[src/rtl/gray_conv_rr_scheduler_pkg.sv]
// Shared types and constants for the round-robin Gray conversion scheduler.
package gray_conv_rr_scheduler_pkg;

   localparam int DEFAULT_WIDTH = 4;
   localparam int DEFAULT_CNT_W = 8;

   typedef enum logic {
      ST_EMPTY = 1'b0,
      ST_FULL  = 1'b1
   } state_e;

   localparam logic ID_REQ0 = 1'b0;
   localparam logic ID_REQ1 = 1'b1;

endpackage

[src/rtl/gray_conv_rr_scheduler_if.sv]
// Requester, result and grant-counter signals of the Gray conversion scheduler.
interface gray_conv_rr_scheduler_if #(
   parameter int WIDTH = 4,
   parameter int CNT_W = 8
);
   logic             req0_valid;
   logic [WIDTH-1:0] req0_bin;
   logic             req0_ready;
   logic             req1_valid;
   logic [WIDTH-1:0] req1_bin;
   logic             req1_ready;
   logic             out_valid;
   logic [WIDTH-1:0] out_gray;
   logic             out_id;
   logic             out_ready;
   logic [CNT_W-1:0] gnt_cnt0;
   logic [CNT_W-1:0] gnt_cnt1;

   // Requesters and consumer side.
   modport master (
      output req0_valid, req0_bin, req1_valid, req1_bin, out_ready,
      input  req0_ready, req1_ready, out_valid, out_gray, out_id, gnt_cnt0, gnt_cnt1
   );

   // Scheduler side.
   modport slave (
      input  req0_valid, req0_bin, req1_valid, req1_bin, out_ready,
      output req0_ready, req1_ready, out_valid, out_gray, out_id, gnt_cnt0, gnt_cnt1
   );
endinterface

[src/rtl/gray_conv_rr_scheduler_b2g_core.sv]
// Combinational binary-to-Gray converter: each bit is the XOR of itself and its upper neighbour.
module b2g_core #(
   parameter int WIDTH = 4
) (
   input  logic [WIDTH-1:0] bin,
   output logic [WIDTH-1:0] gray
);

   assign gray = bin ^ (bin >> 1);

endmodule

[src/rtl/gray_conv_rr_scheduler.sv]
// Two-requester round-robin front end sharing one binary-to-Gray converter,
// with a one-entry output register and saturating per-requester grant counters.
module gray_conv_rr_scheduler
   import gray_conv_rr_scheduler_pkg::*;
#(
   parameter int WIDTH = DEFAULT_WIDTH,
   parameter int CNT_W = DEFAULT_CNT_W
) (
   input  logic                             clk,
   input  logic                             rst,
   gray_conv_rr_scheduler_if.slave          bus,
   output state_e                           dbg_state
);

   state_e           state_q, state_d;
   logic             rr_ptr_q;
   logic [WIDTH-1:0] gray_q;
   logic             id_q;
   logic [CNT_W-1:0] cnt0_q, cnt1_q;

   logic             slot_free;
   logic             grant0, grant1;
   logic             accept0, accept1, accept_any;
   logic [WIDTH-1:0] sel_bin, sel_gray;

   // Handshake: a word moves on a clk edge where valid and ready are both high.
   // The requester holds valid/bin until ready; ready depends only on valids,
   // out_ready and registered state, and is forced low while rst is high.
   always_comb begin
      grant0 = 1'b0;
      grant1 = 1'b0;
      if (bus.req0_valid && bus.req1_valid) begin
         grant0 = (rr_ptr_q == ID_REQ0);
         grant1 = (rr_ptr_q == ID_REQ1);
      end else begin
         grant0 = bus.req0_valid;
         grant1 = bus.req1_valid;
      end
   end

   assign slot_free  = (state_q == ST_EMPTY) | bus.out_ready;
   assign accept0    = slot_free & grant0 & ~rst;
   assign accept1    = slot_free & grant1 & ~rst;
   assign accept_any = accept0 | accept1;
   assign sel_bin    = accept1 ? bus.req1_bin : bus.req0_bin;

   b2g_core #(.WIDTH(WIDTH)) u_b2g (
      .bin  (sel_bin),
      .gray (sel_gray)
   );

   always_comb begin
      state_d = state_q;
      case (state_q)
         ST_EMPTY: if (accept_any) state_d = ST_FULL;
         ST_FULL:  if (bus.out_ready) state_d = accept_any ? ST_FULL : ST_EMPTY;
         default:  state_d = ST_EMPTY;
      endcase
   end

   always_ff @(posedge clk) begin
      if (rst) begin
         state_q  <= ST_EMPTY;
         rr_ptr_q <= ID_REQ0;
         gray_q   <= '0;
         id_q     <= ID_REQ0;
         cnt0_q   <= '0;
         cnt1_q   <= '0;
      end else begin
         state_q <= state_d;
         if (accept_any) begin
            gray_q   <= sel_gray;
            id_q     <= accept1 ? ID_REQ1 : ID_REQ0;
            // The loser of a tie gets priority next time.
            rr_ptr_q <= accept1 ? ID_REQ0 : ID_REQ1;
         end
         if (accept0 && (cnt0_q != '1)) cnt0_q <= cnt0_q + CNT_W'(1);
         if (accept1 && (cnt1_q != '1)) cnt1_q <= cnt1_q + CNT_W'(1);
      end
   end

   assign bus.req0_ready = accept0;
   assign bus.req1_ready = accept1;
   assign bus.out_valid  = (state_q == ST_FULL);
   assign bus.out_gray   = gray_q;
   assign bus.out_id     = id_q;
   assign bus.gnt_cnt0   = cnt0_q;
   assign bus.gnt_cnt1   = cnt1_q;
   assign dbg_state      = state_q;

endmodule

[src/flat_wrapper.sv]
// flat-port wrapper written by rule: the top's interface ports become plain ports
module gray_conv_rr_scheduler_flat import gray_conv_rr_scheduler_pkg::*;
#(
   parameter int WIDTH = DEFAULT_WIDTH,
   parameter int CNT_W = DEFAULT_CNT_W
)
  (clk, rst, dbg_state, bus_req0_valid, bus_req0_bin, bus_req1_valid, bus_req1_bin, bus_out_ready, bus_req0_ready, bus_req1_ready, bus_out_valid, bus_out_gray, bus_out_id, bus_gnt_cnt0, bus_gnt_cnt1);
  gray_conv_rr_scheduler_if #(.WIDTH(WIDTH), .CNT_W(CNT_W)) bus_i ();
  input  logic clk;
  input  logic rst;
  output state_e dbg_state;
  input wire logic [$bits(bus_i.req0_valid)-1:0] bus_req0_valid;
  input wire logic [$bits(bus_i.req0_bin)-1:0] bus_req0_bin;
  input wire logic [$bits(bus_i.req1_valid)-1:0] bus_req1_valid;
  input wire logic [$bits(bus_i.req1_bin)-1:0] bus_req1_bin;
  input wire logic [$bits(bus_i.out_ready)-1:0] bus_out_ready;
  output wire logic [$bits(bus_i.req0_ready)-1:0] bus_req0_ready;
  output wire logic [$bits(bus_i.req1_ready)-1:0] bus_req1_ready;
  output wire logic [$bits(bus_i.out_valid)-1:0] bus_out_valid;
  output wire logic [$bits(bus_i.out_gray)-1:0] bus_out_gray;
  output wire logic [$bits(bus_i.out_id)-1:0] bus_out_id;
  output wire logic [$bits(bus_i.gnt_cnt0)-1:0] bus_gnt_cnt0;
  output wire logic [$bits(bus_i.gnt_cnt1)-1:0] bus_gnt_cnt1;
  assign bus_i.req0_valid = bus_req0_valid;
  assign bus_i.req0_bin = bus_req0_bin;
  assign bus_i.req1_valid = bus_req1_valid;
  assign bus_i.req1_bin = bus_req1_bin;
  assign bus_i.out_ready = bus_out_ready;
  assign bus_req0_ready = bus_i.req0_ready;
  assign bus_req1_ready = bus_i.req1_ready;
  assign bus_out_valid = bus_i.out_valid;
  assign bus_out_gray = bus_i.out_gray;
  assign bus_out_id = bus_i.out_id;
  assign bus_gnt_cnt0 = bus_i.gnt_cnt0;
  assign bus_gnt_cnt1 = bus_i.gnt_cnt1;
  gray_conv_rr_scheduler #(.WIDTH(WIDTH), .CNT_W(CNT_W)) u_core (.clk(clk), .rst(rst), .bus(bus_i), .dbg_state(dbg_state));
endmodule
[config.mk]
export PLATFORM = sky130hd
export DESIGN_NAME = gray_conv_rr_scheduler_flat
export DESIGN_NICKNAME = d
export VERILOG_FILES = /design/src/rtl/gray_conv_rr_scheduler_pkg.sv /design/src/rtl/gray_conv_rr_scheduler_if.sv /design/src/rtl/gray_conv_rr_scheduler_b2g_core.sv /design/src/rtl/gray_conv_rr_scheduler.sv /design/src/flat_wrapper.sv
export SDC_FILE = /design/constraint.sdc
export NUM_CORES = 1
export LEC_CHECK = 0
export CAP_MARGIN = 0
export CORE_MARGIN = 2
export CORE_UTILIZATION = 49
export DETAILED_ROUTE_END_ITERATION = 12
export PLACE_DENSITY = 0.91
export SKIP_CTS_REPAIR_TIMING = 1
export SYNTH_ARGS = -nofsm -noshare
export SYNTH_HDL_FRONTEND = slang
export SYNTH_SLANG_ARGS = --single-unit
[constraint.sdc]
create_clock -name clk -period 4.3 [get_ports clk]
set_input_delay 0.86 -clock clk [delete_from_list [all_inputs] [get_ports clk]]
set_output_delay 0.86 -clock clk [all_outputs]
set_load 0.02 [all_outputs]
==> results of run 1 <==
==> critical path: cells and delay by family <==
kind                   cells  cell delay (ns)
AOI/OAI and AO/OA          1             0.21
buffers and inverters      3             1.46
and+or+nand+nor            1             0.32
==> per-stage QoR <==
stage                     total power, mW  instances  cell area (µm²)  hold WS [ns]  utilization, %
after detailed placement            0.312        198             1580         0.488            69.4
after CTS                           0.408        202             1610         0.517            70.6
after floorplan                     0.275        138             1200         0.458               -
after global routing                0.423        202             1610         0.532            70.6
final                               0.407        202             1610         0.514            70.6
after global placement              0.309        198             1580         0.483            69.4
==> worst paths after layout <==
path,slack [ns],from,depth (start not counted),endpoint
worst max-delay path,0.59,bus_req0_valid,5,bus_req0_ready
worst min-delay path,0.51,u_core.bus.out_gray[0]$_SDFFE_PP0P_,1,u_core.bus.out_gray[0]$_SDFFE_PP0P_
worst max register to register,2.63,u_core.rr_ptr_q$_SDFFE_PP0P_,5,u_core.bus.gnt_cnt0[4]$_SDFFE_PP0P_
worst min register to register,0.51,u_core.bus.out_gray[0]$_SDFFE_PP0P_,1,u_core.bus.out_gray[0]$_SDFFE_PP0P_
==> cell usage after synthesis, drive strengths merged, types with 3 or more instances <==
master	n
inv	6
a21oi	14
nand4	5
and4	3
xnor2	6
nand2	10
dfxtp	23
a311oi	4
a32o	3
or3	4
o21ai	4
nor2	4
nor3	7
nand3	6
buf	5
==> cell usage in the layout, fill, tap and decap left out, drive strengths merged, types with 2 or more instances in the layout <==
master	count
o31ai	2
nand3	6
a311oi	4
clkbuf	3
or2b	2
and3	2
a41oi	2
nand4	5
nor3	7
buf	2
nor4	2
a32o	3
and4	3
inv	6
or3	4
a31oi	2
ha	2
clkinv	2
o311ai	2
dfxtp	23
clkdlybuf4s50	37
nor2	4
xnor2	6
nor2b	2
nand3b	2
o21ai	4
a21oi	14
nand2	10
==> power breakdown <==
part	internal, mW	switching, mW	total [mW]
registers	0.221	0.00648	0.228
clock network	0.0347	0.0656	0.100
logic	0.0396	0.0397	0.0793
==> logic make-up (layout without fill, tap and decap cells) <==
logic type	count (synthesis)	count (layout)	synth area share (%)
flip-flops	23	23	38.3
buffers and inverters	14	50	6.24
XOR/XNOR	6	6	4.37
AND/OR/NAND/NOR	53	53	26.0
adder cells (fa/ha/maj)	2	2	2.08
AO/OA/AOI/OAI	39	39	22.2
multiplexers	1	1	0.832
==> area by class of cell <==
cell class | count | share of cell area, %
Sequential cell | 23 | 28.6
Clock inverter | 1 | 0.311
Inverter | 7 | 1.95
Clock buffer | 3 | 1.40
Tap cell | 28 | 2.18
Timing Repair Buffer | 39 | 24.0
Multi-Input combinational cell | 101 | 41.6
==> metal layers <==
metal  global-route usage, %  up-vias
li1                        -      598
met2                    42.4       48
met4                    6.41        0
met1                    28.2      603
met5                       0        -
met3                    1.94        4
==> registers in the layout, indices dropped and copies added, names as in the netlist <==
register              count
u_core.rr_ptr_q           1
u_core.bus.out_valid      1
u_core.bus.gnt_cnt1       8
u_core.bus.out_gray       4
u_core.bus.out_id         1
u_core.bus.gnt_cnt0       8
==> metrics, run 1 <==
status complete, no violations; Cells after Synth 138; gr usage total 22.9%; HP Class reg -> reg; met1 WL 1.30 mm; CTS buffer count 3; Crit-path slowest cell clkdlybuf4s50_1; CTS sink cnt 23; worst path required time 3.44 ns; ANT cells 0; Area Growth Syn to Fin 33.6%; DRT Pass-1 Iters 4; hpwl dp 2.26 mm; setup ws final 0.592 ns; DR DRC count 0; Max Cap Viol 0; final hold vios 0; Met3 Wirelength 204 µm; vias in the first global route 1187; syn_nets 153; root buffer cell clkbuf_4; Rows 17; Post-DRT Antenna Nets 0; final setup fails 0; number of synthesized flops with an enable pin 0; highest metal used met4; worst slack, placed 0.622 ns; routed wl met2 1.53 mm; core box area 2280 µm²; Pleak 0.557 nW; CTS tree yes; iteration-0 DRC count of the detailed router 32; Synth top area share 38.3%; IO Count 38; CP Max Fanout 12; H-Tree Depth 1; first-pass GRT wire length 4.97 mm; Synth cell types 43; layout cells sized above 1 7.47%; Worst-Margin Slew 0.383 ns; Tmin final 3.71 ns; VDD IR-drop max 204 µV; Clock Skew 0.00792 ns; Slew headroom 74.4%; Arrival @ worst endpoint 2.85 ns; Die Width 53.6 µm; total die area 2870 µm²; Cell Area, Synth 1200 µm²; Achievable Freq 270 MHz; Layout fillers 192; CP cell instances clkdlybuf4s50_1 > a21boi_0 > nand3_1 > inv_1 > clkdlybuf4s50_1; sequential cell area 460 µm²; initial core utilization 52.9%; async set or reset register ratio after synthesis 0%; total grt overflow 0; unrepaired setup endpoints after global routing no; via count 1253; Clock transition at path regs 0.12 ns; number of nets in the layout 190; flops & latches, synth 23; final estimated routing congestion in global placement 0.830; total wire length 3.06 mm; Main synth FF type dfxtp_1; largest net degree at the start of global routing 18; WL/cell 15.1 µm; Final Cycle Share 86.2%; Yosys warning total 0; Most common cell on crit path clkdlybuf4s50_1; max incr delay on CP 0.65 ns; cell taking the most area after synthesis dfxtp_1; clock buffer depth 2; DIE HEIGHT 53.6 µm; Setup TNS Final 0 ns; Seq/Total Area, Yosys 38.3%; synth top area cells dfxtp_1 38%, a21oi_1 5.8%, xnor2_1 4.4%; Multi-input gate area 668 µm²; Worst setup SP type input pin; Worst setup EP type primary output; Crit Path Category in -> out; Slew Viols, Final 0; Clk Latency, worst-skew pair 0.31 ns; Avg Synthesized Cell Area 8.72 µm²; initial antenna violation count 0; I/O Buffers 37; Power Density 253 nW/µm²; drt via density 6.20
Power figures use the tool's default switching activity.
==> inputs of run 2 (changes only) <==
--- a/config.mk
+++ b/config.mk
@@ -11,6 +11,7 @@
 export DETAILED_ROUTE_END_ITERATION = 12
 export PLACE_DENSITY = 0.91
 export SKIP_CTS_REPAIR_TIMING = 1
+export SKIP_LAST_GASP = 1
 export SYNTH_ARGS = -nofsm -noshare
 export SYNTH_HDL_FRONTEND = slang
 export SYNTH_SLANG_ARGS = --single-unit
==> results of run 2 <==
Final layout, timing and power as in run 1 (identical DEF).
